$ cat src/rtl/calc_if.sv
// Keypad/display-side bundle of the calc_sequencer: operand entry, strobes, result and flags.
interface calc_if #(
  parameter int WIDTH = 8
);
  logic             button;
  logic             clear;
  logic [2:0]       op;
  logic [WIDTH-1:0] operand;
  logic [WIDTH-1:0] result;
  logic             show_result;
  logic             clear_input;
  logic             busy;
  logic             overflow;
  logic             error;

  modport master (
    output button, clear, op, operand,
    input  result, show_result, clear_input, busy, overflow, error
  );

  modport slave (
    input  button, clear, op, operand,
    output result, show_result, clear_input, busy, overflow, error
  );
endinterface

$ cat src/rtl/calc_sequencer.sv
// Operand-sequencing calculator core: ENTER_A -> ENTER_B -> EXEC -> SHOW with a restoring divider.
// Optional result chaining (SHOW edge loads A from R, goes to ENTER_B) is enabled by CALC_CHAIN_EN.
module calc_sequencer #(
  parameter int WIDTH = 8
) (
  input  logic  clk,
  input  logic  reset,
  calc_if.slave bus
);
  localparam int CNT_W = (WIDTH > 1) ? $clog2(WIDTH) : 1;

  typedef enum logic [1:0] {ENTER_A, ENTER_B, EXEC, SHOW} state_t;

  state_t             state, state_next;
  logic               btn_q;
  logic               btn_edge;
  logic [WIDTH-1:0]   a_q, b_q, r_q;
  logic [2:0]         op_q;
  logic [WIDTH-1:0]   rem_q, quo_q;
  logic [CNT_W-1:0]   cnt_q;
  logic               show_q, clear_input_q, busy_q, overflow_q, error_q;

  logic [WIDTH:0]     sum, diff;
  logic [2*WIDTH-1:0] prod;
  logic [WIDTH:0]     rem_shift, rem_diff;
  logic               fits;
  logic [WIDTH-1:0]   rem_step, quo_step;
  logic               is_div, div_zero, exec_done;
  logic [WIDTH-1:0]   alu_r;
  logic               alu_ovf, alu_err;

  assign btn_edge = bus.button & ~btn_q;

  // One restoring-division step: shift next dividend bit in, subtract B if it fits.
  assign rem_shift = {rem_q, quo_q[WIDTH-1]};
  assign rem_diff  = rem_shift - {1'b0, b_q};
  assign fits      = ~rem_diff[WIDTH];
  assign rem_step  = fits ? rem_diff[WIDTH-1:0] : rem_shift[WIDTH-1:0];
  assign quo_step  = {quo_q[WIDTH-2:0], fits};

  assign sum  = {1'b0, a_q} + {1'b0, b_q};
  assign diff = {1'b0, a_q} - {1'b0, b_q};
  assign prod = {{WIDTH{1'b0}}, a_q} * {{WIDTH{1'b0}}, b_q};

  assign is_div    = (op_q == 3'b011) || (op_q == 3'b100);
  assign div_zero  = is_div && (b_q == '0);
  assign exec_done = (state == EXEC) &&
                     (!is_div || div_zero || (cnt_q == CNT_W'(WIDTH - 1)));

  always_comb begin
    // NOTE: every output of a combinational block gets a default first so no latch is inferred.
    alu_r   = '0;
    alu_ovf = 1'b0;
    alu_err = 1'b0;
    unique case (op_q)
      3'b000: begin alu_r = sum[WIDTH-1:0];  alu_ovf = sum[WIDTH];  end
      3'b001: begin alu_r = diff[WIDTH-1:0]; alu_ovf = diff[WIDTH]; end
      3'b010: begin alu_r = prod[WIDTH-1:0]; alu_ovf = |prod[2*WIDTH-1:WIDTH]; end
      3'b011: begin alu_r = div_zero ? '1  : quo_step; alu_err = div_zero; end
      3'b100: begin alu_r = div_zero ? a_q : rem_step; alu_err = div_zero; end
      3'b101: alu_r = a_q & b_q;
      3'b110: alu_r = a_q | b_q;
      default: alu_r = a_q ^ b_q;
    endcase
  end

  always_comb begin
    state_next = state;
    unique case (state)
      ENTER_A: if (btn_edge) state_next = ENTER_B;
      ENTER_B: if (btn_edge) state_next = EXEC;
      EXEC:    if (exec_done) state_next = SHOW;
      SHOW: begin
        if (btn_edge) begin
`ifdef CALC_CHAIN_EN
          state_next = ENTER_B;
`else
          state_next = ENTER_A;
`endif
        end
      end
      default: state_next = ENTER_A;
    endcase
    if (bus.clear) state_next = ENTER_A;
  end

  // NOTE: sequential state uses non-blocking assignments so every flop samples pre-edge values.
  always_ff @(posedge clk) begin
    if (reset) state <= ENTER_A;
    else       state <= state_next;
  end

  always_ff @(posedge clk) begin
    if (reset) begin
      btn_q         <= 1'b1;
      a_q           <= '0;
      b_q           <= '0;
      r_q           <= '0;
      op_q          <= '0;
      rem_q         <= '0;
      quo_q         <= '0;
      cnt_q         <= '0;
      show_q        <= 1'b0;
      clear_input_q <= 1'b0;
      busy_q        <= 1'b0;
      overflow_q    <= 1'b0;
      error_q       <= 1'b0;
    end else if (bus.clear) begin
      btn_q         <= 1'b1;
      a_q           <= '0;
      b_q           <= '0;
      r_q           <= '0;
      rem_q         <= '0;
      quo_q         <= '0;
      cnt_q         <= '0;
      show_q        <= 1'b0;
      clear_input_q <= 1'b1;
      busy_q        <= 1'b0;
      overflow_q    <= 1'b0;
      error_q       <= 1'b0;
    end else begin
      btn_q         <= bus.button;
      clear_input_q <= 1'b0;
      show_q        <= (state_next == SHOW);
      busy_q        <= (state_next == EXEC);
      unique case (state)
        ENTER_A: begin
          if (btn_edge) begin
            a_q           <= bus.operand;
            clear_input_q <= 1'b1;
          end
        end
        ENTER_B: begin
          if (btn_edge) begin
            b_q           <= bus.operand;
            op_q          <= bus.op;
            clear_input_q <= 1'b1;
            overflow_q    <= 1'b0;
            error_q       <= 1'b0;
            rem_q         <= '0;
            quo_q         <= a_q;
            cnt_q         <= '0;
          end
        end
        EXEC: begin
          if (exec_done) begin
            r_q        <= alu_r;
            overflow_q <= alu_ovf;
            error_q    <= alu_err;
          end else begin
            rem_q <= rem_step;
            quo_q <= quo_step;
            cnt_q <= cnt_q + CNT_W'(1);
          end
        end
        SHOW: begin
          if (btn_edge) begin
            clear_input_q <= 1'b1;
`ifdef CALC_CHAIN_EN
            a_q           <= r_q;
`endif
          end
        end
        default: ;
      endcase
    end
  end

  assign bus.result      = r_q;
  assign bus.show_result = show_q;
  assign bus.clear_input = clear_input_q;
  assign bus.busy        = busy_q;
  assign bus.overflow    = overflow_q;
  assign bus.error       = error_q;
endmodule

$ cat src/flat_wrapper.sv
// flat-port wrapper written by rule: the top's interface ports become plain ports
module calc_sequencer_flat 
#(
  parameter int WIDTH = 8
)
  (clk, reset, bus_button, bus_clear, bus_op, bus_operand, bus_result, bus_show_result, bus_clear_input, bus_busy, bus_overflow, bus_error);
  calc_if #(.WIDTH(WIDTH)) bus_i ();
  input  logic clk;
  input  logic reset;
  input wire logic [$bits(bus_i.button)-1:0] bus_button;
  input wire logic [$bits(bus_i.clear)-1:0] bus_clear;
  input wire logic [$bits(bus_i.op)-1:0] bus_op;
  input wire logic [$bits(bus_i.operand)-1:0] bus_operand;
  output wire logic [$bits(bus_i.result)-1:0] bus_result;
  output wire logic [$bits(bus_i.show_result)-1:0] bus_show_result;
  output wire logic [$bits(bus_i.clear_input)-1:0] bus_clear_input;
  output wire logic [$bits(bus_i.busy)-1:0] bus_busy;
  output wire logic [$bits(bus_i.overflow)-1:0] bus_overflow;
  output wire logic [$bits(bus_i.error)-1:0] bus_error;
  assign bus_i.button = bus_button;
  assign bus_i.clear = bus_clear;
  assign bus_i.op = bus_op;
  assign bus_i.operand = bus_operand;
  assign bus_result = bus_i.result;
  assign bus_show_result = bus_i.show_result;
  assign bus_clear_input = bus_i.clear_input;
  assign bus_busy = bus_i.busy;
  assign bus_overflow = bus_i.overflow;
  assign bus_error = bus_i.error;
  calc_sequencer #(.WIDTH(WIDTH)) u_core (.clk(clk), .reset(reset), .bus(bus_i));
endmodule
$ cat config.mk
export PLATFORM = sky130hd
export DESIGN_NAME = calc_sequencer_flat
export DESIGN_NICKNAME = d
export VERILOG_FILES = /design/src/rtl/calc_if.sv /design/src/rtl/calc_sequencer.sv /design/src/flat_wrapper.sv
export SDC_FILE = /design/constraint.sdc
export NUM_CORES = 1
export LEC_CHECK = 0
export ABC_CLOCK_PERIOD_IN_PS = 11100
export CAP_MARGIN = 10
export CORE_ASPECT_RATIO = 1.1
export CORE_MARGIN = 5
export CORE_UTILIZATION = 50
export CTS_CLUSTER_DIAMETER = 200
export DETAILED_ROUTE_END_ITERATION = 8
export PLACE_DENSITY = 0.68
export SLEW_MARGIN = 20
export SYNTH_ARGS = -nofsm -noshare
export SYNTH_HDL_FRONTEND = slang
export SYNTH_SLANG_ARGS = --single-unit
$ cat constraint.sdc
create_clock -name clk -period 11.1 [get_ports clk]
set_input_delay 2.22 -clock clk [delete_from_list [all_inputs] [get_ports clk]]
set_output_delay 2.22 -clock clk [all_outputs]
set_load 0.05 [all_outputs]
# --- Word level (Yosys, flattened, before mapping) ---
# Cells that the tools add are included.
word_totals:
  in_bits: 15
  ff_bits: 54
  word_cells: 90
  out_inout_bits: 13
op_classes:
  reduce_logical: 20
  mul: 1
  muxes: 29
  n_addsub: 4
  bitwise: 7
  n_eq_ne: 15
ops:
  columns: ["operator", "count"]
  rows:
  - ["2-to-1 mux 8 bit", 7]
  - ["case mux 8 bit (7 select lines)", 1]
  - ["case mux 8 bit (2 select lines)", 2]
  - ["multiplier 8 x 8 -> 16 bit", 1]
  - ["== test 3 bit, second input constant", 4]
  - ["2-to-1 mux 2 bit", 5]
  - ["adder 8 x 8 -> 9 bit", 1]
  - ["AND reduction 3 bit", 3]
  - ["subtractor 8 x 8 -> 9 bit", 1]
  - ["subtractor 9 x 8 -> 9 bit", 1]
  - ["AND 8 bit", 1]
  - ["== test 2 bit, second input constant", 4]
  - ["zero test 8 bit", 1]
  - ["bitwise OR 8 bit", 1]
  - ["case mux 2 bit (4 select lines)", 1]
  - ["OR reduction 8 bit", 1]
  - ["bitwise XOR 8 bit", 1]
  - ["2-to-1 mux 1 bit", 7]
  - ["== test 3 x 2 -> 1 bit, second input constant", 2]
  - ["2-to-1 mux 3 bit", 2]
  - ["case mux 3 bit (2 select lines)", 1]
  - ["AND reduction 2 bit", 3]
  - ["!= test 2 x 1 -> 1 bit, second input constant", 2]
  - ["case mux 1 bit (2 select lines)", 2]
  - ["15 further kinds", 21]

# --- Longest topological paths before layout ---
# Gate-level depths: netlist of run 1.
logic_depth:
  ltp_word: 10
  depth_mapped: 17
  ltp_nobuf: 17

# --- Worst setup path after synthesis of run 1 ---
# OpenSTA, ideal clock, no wires.
synth_path:
  kind: "reg2reg"
  from: "register u_core.a_q[1]"
  to: "register u_core.overflow_q (netlist: u_core.bus.overflow)"
  required_ns: 10.959
  path_slack_ns: 6.584
  path_buffers: 1
  t_arrival_ns: 4.375
  synth_period_minus_slack_ns: 4.516
  path_stages_with_launch: 15
  setup_ns: 0.141
  path_cell_list: "dfxtp_1 -> clkbuf_1 -> nand2_1 -> fa_1 -> fa_1 -> fa_1 -> fa_1 -> inv_1 -> ha_1 -> or4_1 -> o221ai_1 -> a32oi_1 -> xnor2_1 -> nor4_1 -> o311ai_0"
synth_between:
  elab_chain_len: 5
  elab_cells_between_ends: 7
  classes_between: "add/sub (2); mul (1); mux (3); reduce/logical (1)"
synth_lines:
  columns: ["item", "line", "source"]
  rows:
  - ["start: declaration", "calc_sequencer.sv:17", "logic [WIDTH-1:0] a_q, b_q, r_q;"]
  - ["start signal: assignment", "calc_sequencer.sv:129", "a_q <= bus.operand;"]
  - ["multiplier 8 x 8 -> 16 bit", "calc_sequencer.sv:43", "assign prod = {{WIDTH{1'b0}}, a_q} * {{WIDTH{1'b0}}, b_q};"]
  - ["OR reduction 8 bit", "calc_sequencer.sv:58", "3'b010: begin alu_r = prod[WIDTH-1:0]; alu_ovf = |prod[2*WIDTH-1:WIDTH]; end"]
  - ["case mux 1 bit (3 select lines) (*)", "calc_sequencer.sv:55", "unique case (op_q)"]
  - ["2-to-1 mux 1 bit (*)", "calc_sequencer.sv:146", "if (exec_done) begin"]
  - ["case mux 1 bit (2 select lines) (*)", "calc_sequencer.sv:126", "unique case (state)"]
  - ["end signal: assignment", "calc_sequencer.sv:148", "overflow_q <= alu_ovf;"]
  - ["end: declaration", "calc_sequencer.sv:21", "logic show_q, clear_input_q, busy_q, overflow_q, error_q;"]
# Mark *: on every way between the ends. The rest lies on a longest branch, timed or not. The select of a mux whose other input is x is not followed.
# A chain may end at the register's enable or synchronous reset.

# --- Worst setup path in the final report of run 1 ---
layout_path:
  from: "register u_core.a_q[3]"
  to: "register u_core.overflow_q (netlist: u_core.bus.overflow)"
# The elaborated chain is that of the path after synthesis.

==> impl_metrics.yaml, run 1 <==
clocking:
  tritoncts: "yes"
  cts.clk_slew.worst_paths_ns: 0.08
  cts_hold_buffers: 0
  clockBufferDepth: 2
  worstSkewPairLatency_ns: 0.30
  cts.root.buffer_cell: "sky130_fd_sc_hd__clkbuf_16"
  post_cts_resize_count: 0
  postCtsSetupRepairBufs: 0
  h-tree-depth: 2
  cts_sinks: 54
  cts_buffers: 5
worst_setup_path:
  critical_path_required_ns: 11.27
  cp-start-kind: "flop"
  ff2ff_setup_slack_ns: 6.11
  critPathMaxFanout: 10
  worstReg2RegStart: "u_core.a_q[3]"
  setup.worst_path.end_class: "flop"
  worst-setup-path-type: "flop to flop"
  cp.arrival_ns: 5.16
  timing.critical_path.slowest_cell_delay_ns: 0.66
  crit_family: "adder cells"
  reg2reg_depth: 16
  combined_buffer_and_inverter_count_along_the_critical_path: 4
  highest_delay_cell_along_the_critical_path: "sky130_fd_sc_hd__dfxtp_1"
  crit_chain: "ha_1 > inv_1 > fa_1 > inv_1 > fa_1 > inv_1 > fa_1 > fa_1 > inv_1 > ha_1 > or4_1 > o221ai_1 > a32oi_1 > xnor2_1 > nor4_1 > o311ai_0"
  startpoint: "u_core.a_q[3]"
  r2r-end: "u_core.bus.overflow"
sta:
  worst-slew-pin-transition_ns: 0.8734
  setup_viol: 0
  timing.final.crit_period_ns: 4.988
  finalCritPeriodShare_pct: 44.93
  final_max_tran_viols: 0
  timing.fmax_ghz: 0.2005
  timing.max_slew.rel_slack_pct: 41.77
  hold_viol: 0
  totalNegativeSetupSlack_ns: 0
  rsz0062_at_grt: "false"
  clock-skew-final_ns: 0.01061
grt:
  grt_start_max_net_pins: 42
  globalRoute.totalOverflow: 0
  number_of_antenna_violations_at_the_first_check_in_global_routing: 0
  first_pass_grt_wire_length_um: 28620
  grt_util_all_layers_pct: 25.21
  vias_in_the_first_global_route: 5327
final_layout:
  drive_above_1_share_pct: 3.497
  antennaDiodeCount: 0
  post_route_design_area_sq_um: 6505
  growth_of_design_area_from_synthesis_to_finish_pct: 8.629
  final_net_count: 900
  final_core_util_pct: 54.77
synth:
  syn-num-nets: 896
  synth_largest_area_cell: "sky130_fd_sc_hd__dfxtp_1"
  yosys.cell_types.count: 66
  synthTopCellsByCount: "sky130_fd_sc_hd__nor2_1, sky130_fd_sc_hd__inv_1, sky130_fd_sc_hd__nand2_1"
  synth_enable_flop_cells: 0
  synth-async-reset-ratio_pct: 0
  ys_seq_elements: 54
  area_share_of_the_largest_cell_type_after_synthesis_pct: 18.05
  syn_inst: 767
  yosys_warnings: 0
  syn-mean-instance-area_sq_um: 7.807
  top_flip_flop_cell_by_instance_count_after_synthesis: "sky130_fd_sc_hd__dfxtp_1"
  cell_types_with_the_largest_area_share_after_synthesis: "sky130_fd_sc_hd__dfxtp_1, sky130_fd_sc_hd__ha_1, sky130_fd_sc_hd__fa_1"
  synth_seq_area_share_pct: 18.05
  post-synth-top-count-cell: "sky130_fd_sc_hd__nor2_1"
  total_standard_cell_area_after_synthesis_sq_um: 5988
routing:
  avgViaCountPerCell: 6.018
  detailed_route_wire_length_per_cell_um: 19.58
  drt-total-wl_um: 18130
  vias: 5573
  detail_route.iter0.violations: 469
  drt_pass1_iterations: 7
  remaining_drc_errors: 0
  drt.antenna.violating_nets: 0
place:
  hpwl_um: 13930
  gpl_wtd_cong: 0.9757
  placedInstanceArea_sq_um: 6339
  io_buffer_count: 27
worst_hold_path:
  worst_hold_path.num_cells: 2
  hold_end: "u_core.quo_q[7]"
  holdCritPathClass: "flop to flop"
  holdCritStartpoint: "u_core.quo_q[7]"
job:
  max-cap-violations: 0
power_and_ir_drop:
  power_density_nw_per_um2: 61.32
  max-vdd-ir-drop_v: 0.00009618
  net-switching-power_uw: 89.71
  pwr-share-seq_pct: 49.0
  p_int_uw: 309.2
  swShare_pct: 22.49
  combinationalPowerShare_pct: 4.8
  pwr-share-clk_pct: 46.1
  total_leakage_power_uw: 0.002654
die:
  io_pins: 28
  placement_rows: 42
  initial_utilization_pct: 50.42
  dieArea_sq_um: 14270
  die_ht_um: 124.8
  die_w_um: 114.3
  core-area_sq_um: 11880
run_status:
  outcome: "finished clean"
## stage by stage
step,power [uW],std cells,hold slack (ns),worst slack (ns)
detailed placement,219.1,918,0.5020,6.036
global placement,219.0,918,0.4953,6.098
CTS,401.5,926,0.5107,6.064
finish,398.9,926,0.5216,6.112
global route,410.1,926,0.5450,5.748
floorplan,209.1,767,0.4745,6.584
## worst register-to-register path, cell delays in order, from the launching register on
cell and delay, ns:
sky130_fd_sc_hd__dfxtp_1 0.66, sky130_fd_sc_hd__ha_1 0.38, sky130_fd_sc_hd__inv_1 0.09, sky130_fd_sc_hd__fa_1 0.41, sky130_fd_sc_hd__inv_1 0.10, sky130_fd_sc_hd__fa_1 0.38
sky130_fd_sc_hd__inv_1 0.08, sky130_fd_sc_hd__fa_1 0.43, sky130_fd_sc_hd__fa_1 0.55, sky130_fd_sc_hd__inv_1 0.04, sky130_fd_sc_hd__ha_1 0.22, sky130_fd_sc_hd__or4_1 0.50
sky130_fd_sc_hd__o221ai_1 0.17, sky130_fd_sc_hd__a32oi_1 0.13, sky130_fd_sc_hd__xnor2_1 0.14, sky130_fd_sc_hd__nor4_1 0.41, sky130_fd_sc_hd__o311ai_0 0.18
## layer usage
layer,part of all wire [%],GRT usage (%),wire [um],vias to the layer above
li1,-,-,-,2620
met1,42,33.77,7640,2696
met2,48,41.73,8654,227
met3,7.1,2.964,1293,30
met4,3.0,8.665,539,0
met5,0,0,0,-
## worst max-delay path by stage
| stage | slack (ns) | depth (start not counted) | endpoint |
|---|---|---|---|
| after floorplan | 6.58 | 14 | u_core.bus.overflow |
| after CTS | 6.06 | 16 | u_core.bus.overflow |
| final | 6.11 | 16 | u_core.bus.overflow |
| after global routing | 5.75 | 17 | u_core.bus.overflow |
| after global placement | 6.10 | 15 | u_core.bus.overflow |
| after detailed placement | 6.04 | 13 | u_core.bus.overflow |
## power groups by stage
stage / clock network (uW) / registers [uW] / logic, uW
floorplan: 0 / 200 / 8.89
global placement: 0 / 200 / 19.0
detailed placement: 0 / 200 / 19.0
CTS: 187 / 196 / 19.1
global route: 194 / 196 / 20.6
finish: 184 / 196 / 19.2
## sequential cells by signal, indices dropped and copies added (netlist names)
name,count
u_core.b_q,8
u_core.btn_q,1
u_core.op_q,3
u_core.bus.overflow,1
u_core.rem_q,8
u_core.bus.clear_input,1
u_core.a_q,8
u_core.bus.busy,1
u_core.state,2
u_core.bus.error,1
u_core.cnt_q,3
u_core.bus.result,8
u_core.quo_q,8
u_core.bus.show_result,1
## logic make-up after synthesis
logic type	after synthesis	synth area share, %
xor+xnor	18	2.633
mux	18	3.197
buf+inv	125	8.149
flops	54	18.05
compound gates	190	21.00
fa+ha+maj	114	28.71
simple gates	248	18.26
## placed cells by master (no fill, tap or decap), types with 6 or more instances in the layout
master	instances
sky130_fd_sc_hd__nor2_1	100
sky130_fd_sc_hd__fa_1	39
sky130_fd_sc_hd__nor3_1	10
sky130_fd_sc_hd__clkdlybuf4s50_1	27
sky130_fd_sc_hd__dfxtp_1	54
sky130_fd_sc_hd__a211oi_1	16
sky130_fd_sc_hd__mux2i_1	15
sky130_fd_sc_hd__nand3_1	24
sky130_fd_sc_hd__and2_1	6
sky130_fd_sc_hd__xor2_1	6
sky130_fd_sc_hd__a21o_1	8
sky130_fd_sc_hd__o211ai_1	9
sky130_fd_sc_hd__or3_1	7
sky130_fd_sc_hd__a21oi_1	56
sky130_fd_sc_hd__nand2_1	77
sky130_fd_sc_hd__ha_1	75
sky130_fd_sc_hd__o21ai_0	41
sky130_fd_sc_hd__inv_1	88
sky130_fd_sc_hd__xnor2_1	12
sky130_fd_sc_hd__nor2b_1	6
sky130_fd_sc_hd__a22oi_1	7
## layout make-up
| class | instances | area, sq um |
|---|---|---|
| clock buffer | 6 | 128.9 |
| fill | 1176 | 5371 |
| sequential | 54 | 1081 |
| tap | 154 | 192.7 |
| multi-input combinational | 588 | 4419 |
| inverter | 90 | 337.8 |
| clock inverter | 2 | 37.54 |
| timing repair buffer | 32 | 307.8 |
Power figures use the tool's default switching activity.
==> inputs of run 2 (changes only) <==
--- a/config.mk
+++ b/config.mk
@@ -5,7 +5,7 @@
 export SDC_FILE = /design/constraint.sdc
 export NUM_CORES = 1
 export LEC_CHECK = 0
-export ABC_CLOCK_PERIOD_IN_PS = 11100
+export ABC_CLOCK_PERIOD_IN_PS = 4800
 export CAP_MARGIN = 10
 export CORE_ASPECT_RATIO = 1.1
 export CORE_MARGIN = 5
==> constraint.sdc (replaced) <==
create_clock -name clk -period 4.8 [get_ports clk]
set_input_delay 0.96 -clock clk [delete_from_list [all_inputs] [get_ports clk]]
set_output_delay 0.96 -clock clk [all_outputs]
set_load 0.05 [all_outputs]
==> run 2 against run 1 <==
Compared with the run above:
- clock power rose by 110%
- fmax rose by 9.8%
- non-clock buffer count rose by 21
- flip-flop and latch count did not move
- worst setup slack got worse by 5.9 ns
- cell area rose by 2.6%
- critical path depth did not move
- wire length fell by 0.44%
- first-iteration DRC count fell by 8.1%
- global-route usage barely moved
- combinational power rose by 150%
- total power rose by 120%
==> impl_metrics.yaml, run 2 (synthesis results as in run 1) <==
worst_setup_path:
  critPathMaxFanout: 5
  critical_path_required_ns: 5.01
  worst-setup-path-type: "flop to flop"
  cp-start-kind: "flop"
  worstReg2RegStart: "u_core.a_q[5]"
  crit_chain: "buf_4 > ha_1 > fa_1 > inv_1 > fa_1 > inv_1 > fa_1 > ha_1 > ha_1 > a211oi_1 > nor2_1 > a221oi_1 > nor2_1 > a21oi_1 > nor4_4 > o311ai_1"
  crit_family: "adder cells"
  cp.arrival_ns: 4.75
  startpoint: "u_core.a_q[5]"
  setup.worst_path.end_class: "flop"
  timing.critical_path.slowest_cell_delay_ns: 0.57
  highest_delay_cell_along_the_critical_path: "sky130_fd_sc_hd__fa_1"
  combined_buffer_and_inverter_count_along_the_critical_path: 3
place:
  placedInstanceArea_sq_um: 6496
  placed_cells_incl_taps: 939
  io_buffer_count: 27
  hpwl_um: 14360
  gpl_wtd_cong: 0.9914
final_layout:
  drive_above_1_share_pct: 7.314
  area_of_the_multi_input_gates_sq_um: 4439
  regArea_sq_um: 1090
  growth_of_design_area_from_synthesis_to_finish_pct: 11.41
  final_net_count: 921
  layout.cells.most_common_list: "sky130_fd_sc_hd__nor2_1, sky130_fd_sc_hd__inv_1, sky130_fd_sc_hd__nand2_1"
  layout.cells.non_filler: 947
  most_common_cell_after_layout_fill_and_taps_aside: "sky130_fd_sc_hd__nor2_1"
  count_of_fill_cells_added_during_filler_insertion: 1174
  antennaDiodeCount: 0
  post_route_design_area_sq_um: 6671
worst_hold_path:
  holdCritPathClass: "flop to flop"
  holdCritStartpoint: "u_core.op_q[0]"
routing:
  drt_pass1_iterations: 5
  drt.antenna.violating_nets: 0
  detailed_route_wire_length_per_cell_um: 19.06
  detail_route.iter0.violations: 431
  avgViaCountPerCell: 5.848
  drt-total-wl_um: 18050
  vias: 5538
  remaining_drc_errors: 0
sta:
  timing.fmax_ghz: 0.2201
  worst-slew-pin-transition_ns: 0.8214
  timing.max_slew.rel_slack_pct: 44.55
  rsz0062_at_grt: "false"
  clock-skew-final_ns: 0.01357
  timing.final.crit_period_ns: 4.543
  final_max_tran_viols: 0
  setup_viol: 0
  finalCritPeriodShare_pct: 94.64
  hold_viol: 0
  totalNegativeSetupSlack_ns: 0
power_and_ir_drop:
  power_density_nw_per_um2: 132.0
  max-vdd-ir-drop_v: 0.0001414
  total_leakage_power_uw: 0.002758
die:
  io_pins: 28
  core-area_sq_um: 11880
  die_w_um: 114.3
  die_ht_um: 124.8
  dieArea_sq_um: 14270
  placement_rows: 42
  initial_utilization_pct: 50.42
run_status:
  outcome: "finished clean"
job:
  max-cap-violations: 0
grt:
  globalRoute.totalOverflow: 0
  number_of_antenna_violations_at_the_first_check_in_global_routing: 0
  first_pass_grt_wire_length_um: 28470
  grt_util_all_layers_pct: 25.18
  vias_in_the_first_global_route: 5397
  grt_start_max_net_pins: 32
clocking:
  cts_hold_buffers: 0
  cts_buffers: 5
  cts_sinks: 54
  tritoncts: "yes"
  cts.clk_slew.worst_paths_ns: 0.08
  worstSkewPairLatency_ns: 0.31
  postCtsSetupRepairBufs: 0
  h-tree-depth: 2
  clockBufferDepth: 2
  cts.root.buffer_cell: "sky130_fd_sc_hd__clkbuf_16"
-- run 2: metrics by stage --
stage / power, uW / hold slack [ns] / utilization, % / setup WS, ns
final: 880.5 / 0.4829 / 56.17 / 0.2573
after global routing: 903.7 / 0.5259 / 56.17 / 0.03947
after CTS: 882.7 / 0.4861 / 55.98 / 0.07469
after detailed placement: 508.6 / 0.4765 / 54.70 / -0.03627
after global placement: 508.1 / 0.4683 / 54.70 / 0.1313
after floorplan: 483.6 / 0.4745 / - / 0.2841
-- run 2: worst register-to-register path, delay by kind of cell (launching register included) --
family          cells  cell delay, ns
simple gates        3            0.28
buf+inv             3            0.26
compound gates      4            1.12
fa+ha+maj           6            2.45
flops               1            0.35
-- run 2: final cells by class --
cell class,instances,area share [%]
clock inverters,2,0.2626
well taps,154,2.888
inverters,90,5.064
repair buffers,53,6.977
flip-flops and latches,54,16.34
multi-input cells,588,66.54
clock buffers,6,1.932
-- run 2: worst paths after layout --
| check | endpoint | slack (ns) | depth (start not counted) |
|---|---|---|---|
| hold reg to reg | u_core.op_q[0] | 0.48 | 2 |
| hold / removal | u_core.op_q[0] | 0.48 | 2 |
| setup reg to reg | u_core.bus.overflow | 0.26 | 16 |
| setup / recovery | u_core.bus.overflow | 0.26 | 16 |
-- run 2: power by group --
group | switching [uW] | internal [uW] | total (uW)
registers | 1.77 | 449 | 451
clock network | 184 | 197 | 382
logic | 27.6 | 19.7 | 47.4
total | 214 | 667 | 880
-- run 2: timing repair --
item | in CTS | in global routing
endpoints found under the setup margin | 1 | 1
resized for setup | 1 | 11
cloned | 0 | 0
pin swaps | 0 | 2
-- run 2: routing by layer --
| layer | GRT usage (%) | up-vias | wire (um) |
|---|---|---|---|
| met4 | 8.456 | 0 | 571 |
| met1 | 33.97 | 2596 | 7800 |
| met2 | 41.87 | 241 | 8557 |
| met5 | 0 | - | 0 |
| met3 | 2.430 | 38 | 1117 |
| li1 | - | 2663 | - |
==> inputs of run 3 (changes only) <==
--- a/config.mk
+++ b/config.mk
@@ -9,10 +9,10 @@
 export CAP_MARGIN = 10
 export CORE_ASPECT_RATIO = 1.1
 export CORE_MARGIN = 5
-export CORE_UTILIZATION = 50
+export CORE_UTILIZATION = 60
 export CTS_CLUSTER_DIAMETER = 200
 export DETAILED_ROUTE_END_ITERATION = 8
-export PLACE_DENSITY = 0.68
+export PLACE_DENSITY = 0.79
 export SLEW_MARGIN = 20
 export SYNTH_ARGS = -nofsm -noshare
 export SYNTH_HDL_FRONTEND = slang
==> run 3 against run 2 <==
Compared with the run above:
- worst setup slack got worse by 0.055 ns
- combinational power decreased by 3%
- cell area decreased by 1.1%
- flip-flop and latch count unchanged
- clock power decreased by 26%
- via count increased by 0.72%
- largest cell class unchanged
- highest routed layer unchanged
==> impl_metrics.yaml, run 3 (synthesis results as in run 1) <==
job:
  max-cap-violations: 0
clocking:
  h-tree-depth: 2
  cts_buffers: 5
  clockBufferDepth: 2
  cts.clk_slew.worst_paths_ns: 0.13
  worstSkewPairLatency_ns: 0.33
  tritoncts: "yes"
  cts_hold_buffers: 0
  cts_sinks: 54
  cts.root.buffer_cell: "sky130_fd_sc_hd__clkbuf_8"
sta:
  timing.final.crit_period_ns: 4.598
  timing.fmax_ghz: 0.2175
  setup_viol: 0
  hold_viol: 0
  worst_slack_ns: 0.2021
  final_max_tran_viols: 0
  finalCritPeriodShare_pct: 95.79
  clock-skew-final_ns: 0.02191
  totalNegativeSetupSlack_ns: 0
  timing.max_slew.rel_slack_pct: 27.54
  worst-slew-pin-transition_ns: 1.083
  rsz0062_at_grt: "false"
routing:
  drt-total-wl_um: 17690
  detail_route.iter0.violations: 494
  avgViaCountPerCell: 6.090
  drt.antenna.violating_nets: 0
  vias: 5578
  detailed_route_wire_length_per_cell_um: 19.31
  remaining_drc_errors: 0
  drt_pass1_iterations: 5
die:
  initial_utilization_pct: 61.14
  placement_rows: 38
  core-area_sq_um: 9794
  dieArea_sq_um: 12080
  die_w_um: 105.3
  io_pins: 28
  die_ht_um: 114.8
final_layout:
  antennaDiodeCount: 0
  layout.cells.most_common_list: "sky130_fd_sc_hd__nor2_1, sky130_fd_sc_hd__inv_1, sky130_fd_sc_hd__nand2_1"
  final_net_count: 924
  growth_of_design_area_from_synthesis_to_finish_pct: 10.22
  most_common_cell_after_layout_fill_and_taps_aside: "sky130_fd_sc_hd__nor2_1"
  drive_above_1_share_pct: 8.166
worst_setup_path:
  worst-setup-path-type: "flop to flop"
  ff2ff_setup_slack_ns: 0.20
  crit_chain: "ha_1 > fa_1 > inv_1 > fa_1 > fa_1 > fa_1 > inv_1 > ha_1 > or4_1 > o221ai_1 > a32oi_1 > xnor2_1 > nor4_2 > o311ai_1"
  cp.arrival_ns: 4.82
  combined_buffer_and_inverter_count_along_the_critical_path: 2
  cp-start-kind: "flop"
  setup.worst_path.end_class: "flop"
  most_used_cell_along_the_critical_path: "sky130_fd_sc_hd__fa_1"
  critical_path_required_ns: 5.02
  highest_delay_cell_along_the_critical_path: "sky130_fd_sc_hd__fa_1"
  critPathMaxFanout: 5
  startpoint: "u_core.a_q[4]"
  crit_family: "adder cells"
  r2r-end: "u_core.bus.overflow"
  worstSetupEndpoint: "u_core.bus.overflow"
  worstReg2RegStart: "u_core.a_q[4]"
  timing.critical_path.slowest_cell_delay_ns: 0.54
  path_depth: 14
  reg2reg_depth: 14
grt:
  number_of_antenna_violations_at_the_first_check_in_global_routing: 0
  first_pass_grt_wire_length_um: 28600
  globalRoute.totalOverflow: 0
  grt_util_all_layers_pct: 29.83
  vias_in_the_first_global_route: 5576
  grt_start_max_net_pins: 42
worst_hold_path:
  holdCritStartpoint: "u_core.bus.error"
  holdCritPathClass: "flop to flop"
place:
  hpwl_um: 14220
  dp_worst_setup_slack_ns: -0.0006293
  gpl_wtd_cong: 0.9679
  io_buffer_count: 27
power_and_ir_drop:
  max-vdd-ir-drop_v: 0.0001744
  total_leakage_power_uw: 0.002749
  total_power_uw: 779.1
  power_density_nw_per_um2: 118.0
run_status:
  outcome: "finished clean"
[run 3: cell count changes in the layout (fill, tap and decap cells not counted), sizes merged]
| cell | change |
|---|---|
| buf | +3 |
| clkbuf | -1 |
| clkinv | +1 |
[run 3: per-stage QoR]
step | hold slack [ns] | utilization, % | cell area, sq um | instances
global placement | 0.4780 | 66.12 | 6476 | 908
finish | 0.5184 | 67.39 | 6600 | 916
CTS | 0.5261 | 67.12 | 6574 | 916
detailed placement | 0.4959 | 66.12 | 6476 | 908
floorplan | 0.4745 | - | 5988 | 767
global route | 0.5461 | 67.39 | 6600 | 916
[run 3: how the worst min path moves through the flow]
| stage | endpoint | cells after the start |
|---|---|---|
| after floorplan | u_core.quo_q[0] | 2 |
| after detailed placement | u_core.bus.result[1] | 2 |
| after CTS | u_core.bus.error | 2 |
| after global routing | u_core.b_q[3] | 2 |
| final | u_core.bus.error | 2 |
| after global placement | u_core.bus.error | 2 |
[run 3: report_power, final]
group	switching, uW	total [uW]	internal (uW)
logic	27.2	46.2	19.0
registers	1.94	452	450
clock network	173	281	109
[run 3: tightest hold or removal path, cell delays in order, from the launching register on]
cell,delay (ns)
sky130_fd_sc_hd__dfxtp_1,0.35
sky130_fd_sc_hd__a21oi_1,0.07
sky130_fd_sc_hd__nor2_1,0.08
[run 3: final cells by class]
class	count	area, sq um
clock buffer	5	68.82
fill	877	3194
inverter	90	337.8
tap	120	150.1
multi-input combinational	588	4434
sequential	54	1092
clock inverter	3	28.78
timing repair buffer	56	488.0
[run 3: timing repair]
item,in CTS,in global routing
resized for setup,0,13
setup buffers,0,0
hold endpoints to repair,0,0
endpoints found under the setup margin,0,1
[run 3: layer usage]
metal  GRT usage, %  routed length (um)  vias up
met1          36.90                7362     2673
met5              0                   0        -
met3          5.390                1081       56
met4          11.00                 765        0
li1               -                   -     2659
met2          52.02                8483      190
